**src/rtl/str_vgen.sv**
```systemverilog
// str_vgen: raster test-pattern stream source with ready/valid back-pressure; STR_VGEN_FRM_TAG_EN puts an 8-bit frame tag in the top data byte
module str_vgen #(
  parameter int WIDTH  = 32,
  parameter int H_BITS = 12,
  parameter int V_BITS = 12
) (
  input  logic              i_clk,
  input  logic              i_rst,
  input  logic              i_start,
  input  logic              i_cont,
  input  logic              i_stop,
  input  logic [H_BITS-1:0] i_hsize,
  input  logic [V_BITS-1:0] i_vsize,
  input  logic [7:0]        i_line_gap,
  input  logic [1:0]        i_pattern,
  output logic [WIDTH-1:0]  o_str_data,
  output logic              o_str_vld,
  output logic              o_str_user,
  output logic              o_str_last,
  input  logic              i_str_rdy,
  output logic              o_busy,
  output logic              o_frm_done
);
  typedef enum logic [1:0] {IDLE, LINE, GAP, DONE} state_t;
  state_t st;
  logic [H_BITS-1:0] hs, x;
  logic [V_BITS-1:0] vs, y;
  logic [7:0] gap, gc;
  logic [1:0] pat;
  logic cont, go;
`ifdef STR_VGEN_FRM_TAG_EN
  logic [7:0] tag;
`endif
  function automatic logic [WIDTH-1:0] pix(input logic [1:0] p, input logic [H_BITS-1:0] px, input logic [V_BITS-1:0] py);
    logic [15:0] xx, yy;
    logic [WIDTH-1:0] d;
    xx = 16'(px);
    yy = 16'(py);
    d = p == 2'd0 ? WIDTH'({yy, xx}) : p == 2'd1 ? WIDTH'(px) : p == 2'd2 ? WIDTH'(py) : {WIDTH{xx[3] ^ yy[3]}};
`ifdef STR_VGEN_FRM_TAG_EN
    d[WIDTH-1 -: 8] = tag;
`endif
    return d;
  endfunction
  // a frame begins from IDLE on a start, or from DONE while continuous mode survives
  assign go = ((st == IDLE && i_start) || (st == DONE && cont && !i_stop)) && i_hsize != '0 && i_vsize != '0;
  // raster FSM: counters advance only on transfers, every output is registered
  always_ff @(posedge i_clk or posedge i_rst) begin
    if (i_rst) begin
      st <= IDLE;
      hs <= '0;
      vs <= '0;
      x <= '0;
      y <= '0;
      gap <= '0;
      gc <= '0;
      pat <= '0;
      cont <= 1'b0;
      o_str_data <= '0;
      o_str_vld <= 1'b0;
      o_str_user <= 1'b0;
      o_str_last <= 1'b0;
      o_busy <= 1'b0;
      o_frm_done <= 1'b0;
`ifdef STR_VGEN_FRM_TAG_EN
      tag <= '0;
`endif
    end else begin
      o_frm_done <= 1'b0;
      if (i_stop) cont <= 1'b0;
      if (go) begin
        hs <= i_hsize;
        vs <= i_vsize;
        gap <= i_line_gap;
        pat <= i_pattern;
        cont <= i_cont & ~i_stop;
        x <= '0;
        y <= '0;
        st <= LINE;
        o_busy <= 1'b1;
        o_str_vld <= 1'b1;
        o_str_user <= 1'b1;
        o_str_last <= i_hsize == H_BITS'(1);
        o_str_data <= pix(i_pattern, '0, '0);
      end else begin
        case (st)
          LINE: if (i_str_rdy) begin
            o_str_user <= 1'b0;
            if (o_str_last) begin
              x <= '0;
              if (y == vs - 1'b1) begin
                st <= DONE;
                o_str_vld <= 1'b0;
                o_str_last <= 1'b0;
                o_frm_done <= 1'b1;
`ifdef STR_VGEN_FRM_TAG_EN
                tag <= tag + 8'd1;
`endif
              end else begin
                y <= y + 1'b1;
                if (gap != 8'd0) begin
                  st <= GAP;
                  gc <= gap;
                  o_str_vld <= 1'b0;
                  o_str_last <= 1'b0;
                end else begin
                  o_str_last <= hs == H_BITS'(1);
                  o_str_data <= pix(pat, '0, y + 1'b1);
                end
              end
            end else begin
              x <= x + 1'b1;
              o_str_last <= x + 1'b1 == hs - 1'b1;
              o_str_data <= pix(pat, x + 1'b1, y);
            end
          end
          GAP: if (gc == 8'd1) begin
            st <= LINE;
            o_str_vld <= 1'b1;
            o_str_last <= hs == H_BITS'(1);
            o_str_data <= pix(pat, '0, y);
          end else begin
            gc <= gc - 8'd1;
          end
          DONE: begin
            st <= IDLE;
            o_busy <= 1'b0;
          end
          default: st <= IDLE;
        endcase
      end
    end
  end
endmodule
```
**config.mk**
```make
export PLATFORM = sky130hd
export DESIGN_NAME = str_vgen
export DESIGN_NICKNAME = d
export VERILOG_FILES = /design/src/rtl/str_vgen.sv
export SDC_FILE = /design/constraint.sdc
export NUM_CORES = 1
export LEC_CHECK = 0
export ABC_AREA = 1
export BUFFER_PORTS_ARGS = -buffer_cell sky130_fd_sc_hd__buf_4
export CORE_MARGIN = 3
export CORE_UTILIZATION = 55
export DETAILED_ROUTE_END_ITERATION = 7
export HOLD_SLACK_MARGIN = 0.06
export PLACE_DENSITY_LB_ADDON = 0.05
export SYNTH_ARGS = -nofsm -noshare
export SYNTH_HDL_FRONTEND = slang
export SYNTH_SLANG_ARGS = --single-unit
```
**constraint.sdc**
```tcl
create_clock -name i_clk -period 4.7 [get_ports i_clk]
set_input_delay 1.41 -clock i_clk [delete_from_list [all_inputs] [get_ports i_clk]]
set_output_delay 1.41 -clock i_clk [all_outputs]
set_load 0.01 [all_outputs]
```
* Word-level counts from Yosys, hierarchy flattened
Index checks and enable logic that the tools add are counted.
W data, S select, Z words.
** Storage, ports and cells
- Logic and storage cells :: 136
- Output and inout bits :: 37
- Flip-flop bits (word level) :: 106
** Cells by class
- Mux-type cells :: 64
- Reductions and logical operators :: 26
- Eq/ne operators :: 22
- Add/sub/neg operators :: 5
- Bitwise operators :: 4
** Operators with widths (number)
- $mux W32 :: 15
- $mux W12 :: 9
- $pmux W32 S2 :: 1
- $mux W8 :: 5
- $add A12 B1 Y12 const B :: 2
- $eq A12 B1 Y1 const B :: 2
- $eq A12 B12 Y1 :: 2
- $mux W1 :: 24
- $reduce_bool A12 Y1 :: 2
- $sub A12 B1 Y12 const B :: 2
- $pmux W8 S2 :: 1
- $mux W2 :: 6
- $ne A2 B2 Y1 const B :: 6
- $ne A4 B4 Y1 const B :: 3
- $reduce_bool A2 Y1 :: 6
- $reduce_and A5 Y1 :: 2
- $ne A3 B3 Y1 const B :: 3
- $eq A8 B1 Y1 const B :: 1
- $reduce_and A4 Y1 :: 2
- $reduce_bool A8 Y1 :: 1
- $sub A8 B1 Y8 const B :: 1
- $reduce_and A7 Y1 :: 1
- $eq A2 B2 Y1 const B :: 3
- $logic_and A1 B1 Y1 :: 5
- 12 further kinds :: 16

* Longest topological paths before layout
- Depth after elaboration :: 10
- Mapped depth :: 17

* Least setup slack after synthesis
No wires, ideal clock.
- Path type :: input-to-reg
- Start point :: input i_hsize[10]
- End point :: register o_str_data[9]
- Library setup time :: 113 ps
- Path buffers :: 1
- Data arrival time :: 2684 ps
- Slack :: 1904 ps
- Required time :: 4587 ps
- Cell stages on the path :: 13
- Path through :: inv_1 > nand4_1 > nor2_1 > nand2_1 > nand3_2 > clkinv_1 > nor3_1 > nor2_1 > nand2_4 > buf_12 > nand2_2 > nand2_1 > inv_1
** Between the ends
- Cells in the longest elaborated chain, start to end :: 5
- Elaborated cells between the ends (all ways) :: 10
** Ends and longest elaborated chain
- start, declared :: RTL line 12 : input logic [H_BITS-1:0] i_hsize,
- $reduce_bool A12 Y1 (*) :: RTL line 46 : assign go = ((st == IDLE && i_start) || (st == DONE && cont && !i_stop)) && i_hsize != '0 && i_vsize != '0;
- $logic_and A1 B1 Y1 (*) (2 in a row) :: RTL line 46
- $ne A4 B4 Y1 (no source line) (tied with other cells)
- $reduce_and A5 Y1 (no source line)
- end signal, assigned :: RTL line 84 : o_str_data <= pix(i_pattern, '0, '0);
- end signal, assigned :: RTL line 108 : o_str_data <= pix(pat, '0, y + 1'b1);
- end signal, assigned :: RTL line 114 : o_str_data <= pix(pat, x + 1'b1, y);
- end, declared :: RTL line 16 : output logic [WIDTH-1:0] o_str_data,
Mark *: on every way between the ends. The rest lies on a longest branch, timed or not.
A chain may end at the register's enable or synchronous reset.

* Final worst setup path
- Start point :: input i_hsize[5]
- End point :: register o_str_data[17]
The elaborated chain is that of the path after synthesis.

==> summary.txt <==
Synthesis
  • Adder-cell share of the synthesized area: 2.008%
  • EDFF count, synth: 0
  • Synth Area in XOR/XNOR: 2.757%
  • Async SR Flop Fraction: 100.0%
  • Simple-gate share of the synthesized area: 34.91%
  • Combinational family with the most area after synthesis: simple AND/OR/NAND/NOR gates
  • Cell variety after synth: 36
  • #FFs+latches synth: 99
  • Yosys warns: 0
  • Syn avg cell area: 6.570 um2
  • Top_reg_cell synth: dfrtp_1
  • Post-synthesis mux area share: 0%
  • Compound-Gate Fraction of Synth Area: 13.35%
  • Mapped Nets: 1094
  • Synthesized cell area: 0.006853 mm2
  • Post-synthesis sequential area ratio: 36.15%
  • Post-Syn Instances: 1043

Placed design
  • DP Wirelength: 13560 um
  • Port bufs: 76
  • Post-Place Cell Area: 0.007416 mm2
  • GP Congestion: 0.9402

STA
  • Setup violators final: 0
  • Max Slew Vio Count: 0
  • Fmax: 279.8 MHz
  • Fin crit period: 3.573 ns
  • Min Hold Slack: 0.4823 ns
  • RSZ-0062 raised after global routing: false
  • Hold Vio Cnt, Final: 0
  • Period utilization: 76.03%
  • Setup TNS: 0 ns
  • Slew HR: 40.31%
  • Clock skew: 0.009274 ns
  • Worst-margin pin slew: 0.8954 ns

CTS
  • CTS Hold Buffers Added: 0
  • TritonCTS clock tree: yes
  • Cts repair resizes: 0
  • CTS Root Cell: clkbuf_16
  • CTS clk-pin slew, worst paths: 0.07 ns
  • CTS max path bufs: 2
  • CTS H-tree depth: 3
  • Clock latency on the worst-skew pair: 0.36 ns
  • CTS Sinks: 99
  • CTS buffer count: 9
  • Post-CTS Setup Bufs: 0

Routing
  • Via Count: 6654
  • Routed WL: 17940 um
  • First DRT Iteration DRCs: 636
  • Vias per cell: 5.260
  • Drt drc: 0
  • Drt wl/cell: 14.18 um
  • Detail Route Antenna Nets: 0
  • Pre-Repair DR Iteration Count: 5

Pwr
  • PD cells: 596.2 mW/mm2
  • Psw: 0.002205 W
  • P_int: 0.002404 W
  • Reg power frac: 31.1%
  • LEAKAGE: 4.000 nW
  • Logic pwr share: 51.8%
  • Clk network pwr share: 17.0%
  • Switching portion of total power: 47.84%
  • Worst VDD drop: 0.3997 mV

Layout
  • N_diodes: 0
  • Most common cell after layout, fill and taps aside: nand2_1
  • # fillers: 1204
  • Post-route cell area: 0.007731 mm2
  • Multi-input gate area: 0.003633 mm2
  • NumNets Final: 1143
  • FF/Latch Area: 0.002477 mm2
  • Commonest non-fill, non-tap cells in the layout: nand2_1, inv_1, nor2_1
  • Share of cells above drive strength 1: 12.03%
  • Area growth syn-to-layout: 12.82%

Global route
  • Vias in the first global route: 6014
  • Initial antenna violation count: 0
  • Global Route Usage Sum: 26.50%
  • Largest net degree at the start of global routing: 58
  • GRT overflow: 0
  • First-pass GRT wire length: 29730 um

Worst hold path
  • Origin of the worst min-delay path: o_str_data[5]$_DFFE_PP0P_
  • HP Class: register to register

Run
  • Max_cap viols: 0

Worst setup path
  • CP Buf/Inv Count: 4
  • Worst Setup SP: i_hsize[5]
  • Slack of the worst reg-to-reg path: 1.56 ns
  • R2R cell count: 10
  • Worst-path cell chain: buf_4 -> inv_1 -> nand4_1 -> nor2_1 -> nand2_1 -> nand3_2 -> buf_4 -> nand3_1 -> o21ai_0 -> nor2_1 -> nand2_4 -> inv_2 -> nand2_1 -> nand2_1
  • Crit path capture: o_str_data[17]$_DFFE_PP0P_
  • CP Launch Type: primary input
  • Critical path arrival: 3.82 ns
  • CP required: 4.95 ns
  • Cell family with most CP delay: simple AND/OR/NAND/NOR gates
  • CP max stage cell: buf_4
  • Worst setup EP type: register
  • Reg-to-Reg End: o_str_data[5]$_DFFE_PP0P_
  • Reg-to-Reg Start: st[0]$_DFFE_PP0P_
  • Cell count along the critical path: 14
  • Worst setup path category: primary input to register
  • Critical Path Max Stage Delay: 0.48 ns
  • Most used cell, CP: nand2_1
  • Peak fanout along the critical path: 57

Floorplanning
  • Initial Util: 56.58%
  • Die width: 117.6 um
  • Core area: 0.01211 mm2
  • Die Y: 117.6 um
  • IO Pins: 77
  • Die area: 0.01383 mm2
  • # rows: 40

Outcome
  • Status: complete, no violations
[per-stage QoR]
step / total power [W] / utilization (%) / setup WS [ns] / std cells
3_3_place_gp: 0.003794 / 61.23 / 0.8716 / 1249
6_report: 0.004609 / 63.83 / 1.127 / 1265
3_5_place_dp: 0.003822 / 61.23 / 0.7651 / 1249
2_1_floorplan: 0.003283 / - / 0.6996 / 1043
4_1_cts: 0.004617 / 63.83 / 1.128 / 1265
5_1_grt: 0.005060 / 63.83 / 0.7532 / 1265
[logic make-up (layout without fill, tap and decap cells)]
kind of cell | count (synthesis) | after routing
AO/OA/AOI/OAI | 163 | 163
XOR/XNOR | 20 | 20
adder cells (fa/ha/maj) | 11 | 11
buffers and inverters | 172 | 226
flip-flops | 99 | 99
AND/OR/NAND/NOR | 578 | 578
[power groups by stage]
stage / clock network, W / logic, W / registers, W
5_1_grt: 0.000825 / 0.00275 / 0.00149
3_3_place_gp: 0 / 0.00235 / 0.00144
4_1_cts: 0.000796 / 0.00239 / 0.00143
3_5_place_dp: 0 / 0.00238 / 0.00145
2_1_floorplan: 0 / 0.00193 / 0.00136
6_report: 0.000784 / 0.00239 / 0.00144
[worst reg2reg max path, cell delays in order (launching register included)]
cell and delay, ns:
dfrtp_1 0.40, inv_1 0.11, ha_1 0.75, inv_1 0.47, nor2_1 0.18, o21ai_0 0.18
nor2_1 0.28, nand2_4 0.32, inv_2 0.26, nand2_1 0.08, nand2_1 0.07
[per-layer routing]
metal / routed length, um / up-vias / share of wire, % / GRT usage, %
li1: - / 3406 / - / -
met1: 8195 / 2959 / 46 / 37.75
met2: 7697 / 244 / 43 / 38.81
met3: 1341 / 45 / 7.5 / 5.863
met4: 707 / 0 / 3.9 / 11.65
met5: 0 / - / 0 / 0
[state kept, by name, indices dropped and copies added (netlist names), 2 cells and up]
signal,cells
y,12
st,2
x,12
o_str_data,25
gap,8
vs,12
hs,12
pat,2
gc,8
[worst min-delay path by stage]
stage / end / slack [ns] / cells past startpoint
finish: o_str_data[5]$_DFFE_PP0P_ / 0.48 / 2
global route: o_str_data[17]$_DFFE_PP0P_ / 0.51 / 2
CTS: o_str_data[27]$_DFFE_PP0P_ / 0.49 / 2
detailed placement: o_str_data[27]$_DFFE_PP0P_ / 0.47 / 2
global placement: o_str_data[24]$_DFFE_PP0P_ / 0.47 / 2
floorplan: hs[10]$_DFFE_PP0P_ / 0.45 / 2
[layout make-up]
type | instances | share of cell area [%]
Clock inverter | 3 | 0.5826
Clock buffer | 13 | 3.496
Sequential cell | 99 | 32.04
Tap cell | 168 | 2.719
Timing Repair Buffer | 81 | 7.865
Multi-Input combinational cell | 772 | 47.00
Inverter | 129 | 6.296
[synthesized netlist by cell type (4+ instances only)]
library cell	count	share of area (%)
nand4_1	18	1.6
clkbuf_1	22	1.2
nor2_2	8	0.73
buf_4	9	0.99
xor2_1	15	1.9
nor2_1	102	5.6
o21ai_0	101	7.4
o21ai_2	15	1.9
a21oi_1	8	0.58
dfrtp_1	99	36
nand3_1	74	5.4
o21ai_1	16	1.2
nand2_1	355	19
buf_2	6	0.44
o211ai_1	7	0.77
xnor2_1	4	0.51
ha_1	11	2.0
o22ai_1	12	1.1
inv_1	124	6.8
nor3_1	8	0.58
(Power assumes the default switching activity.)
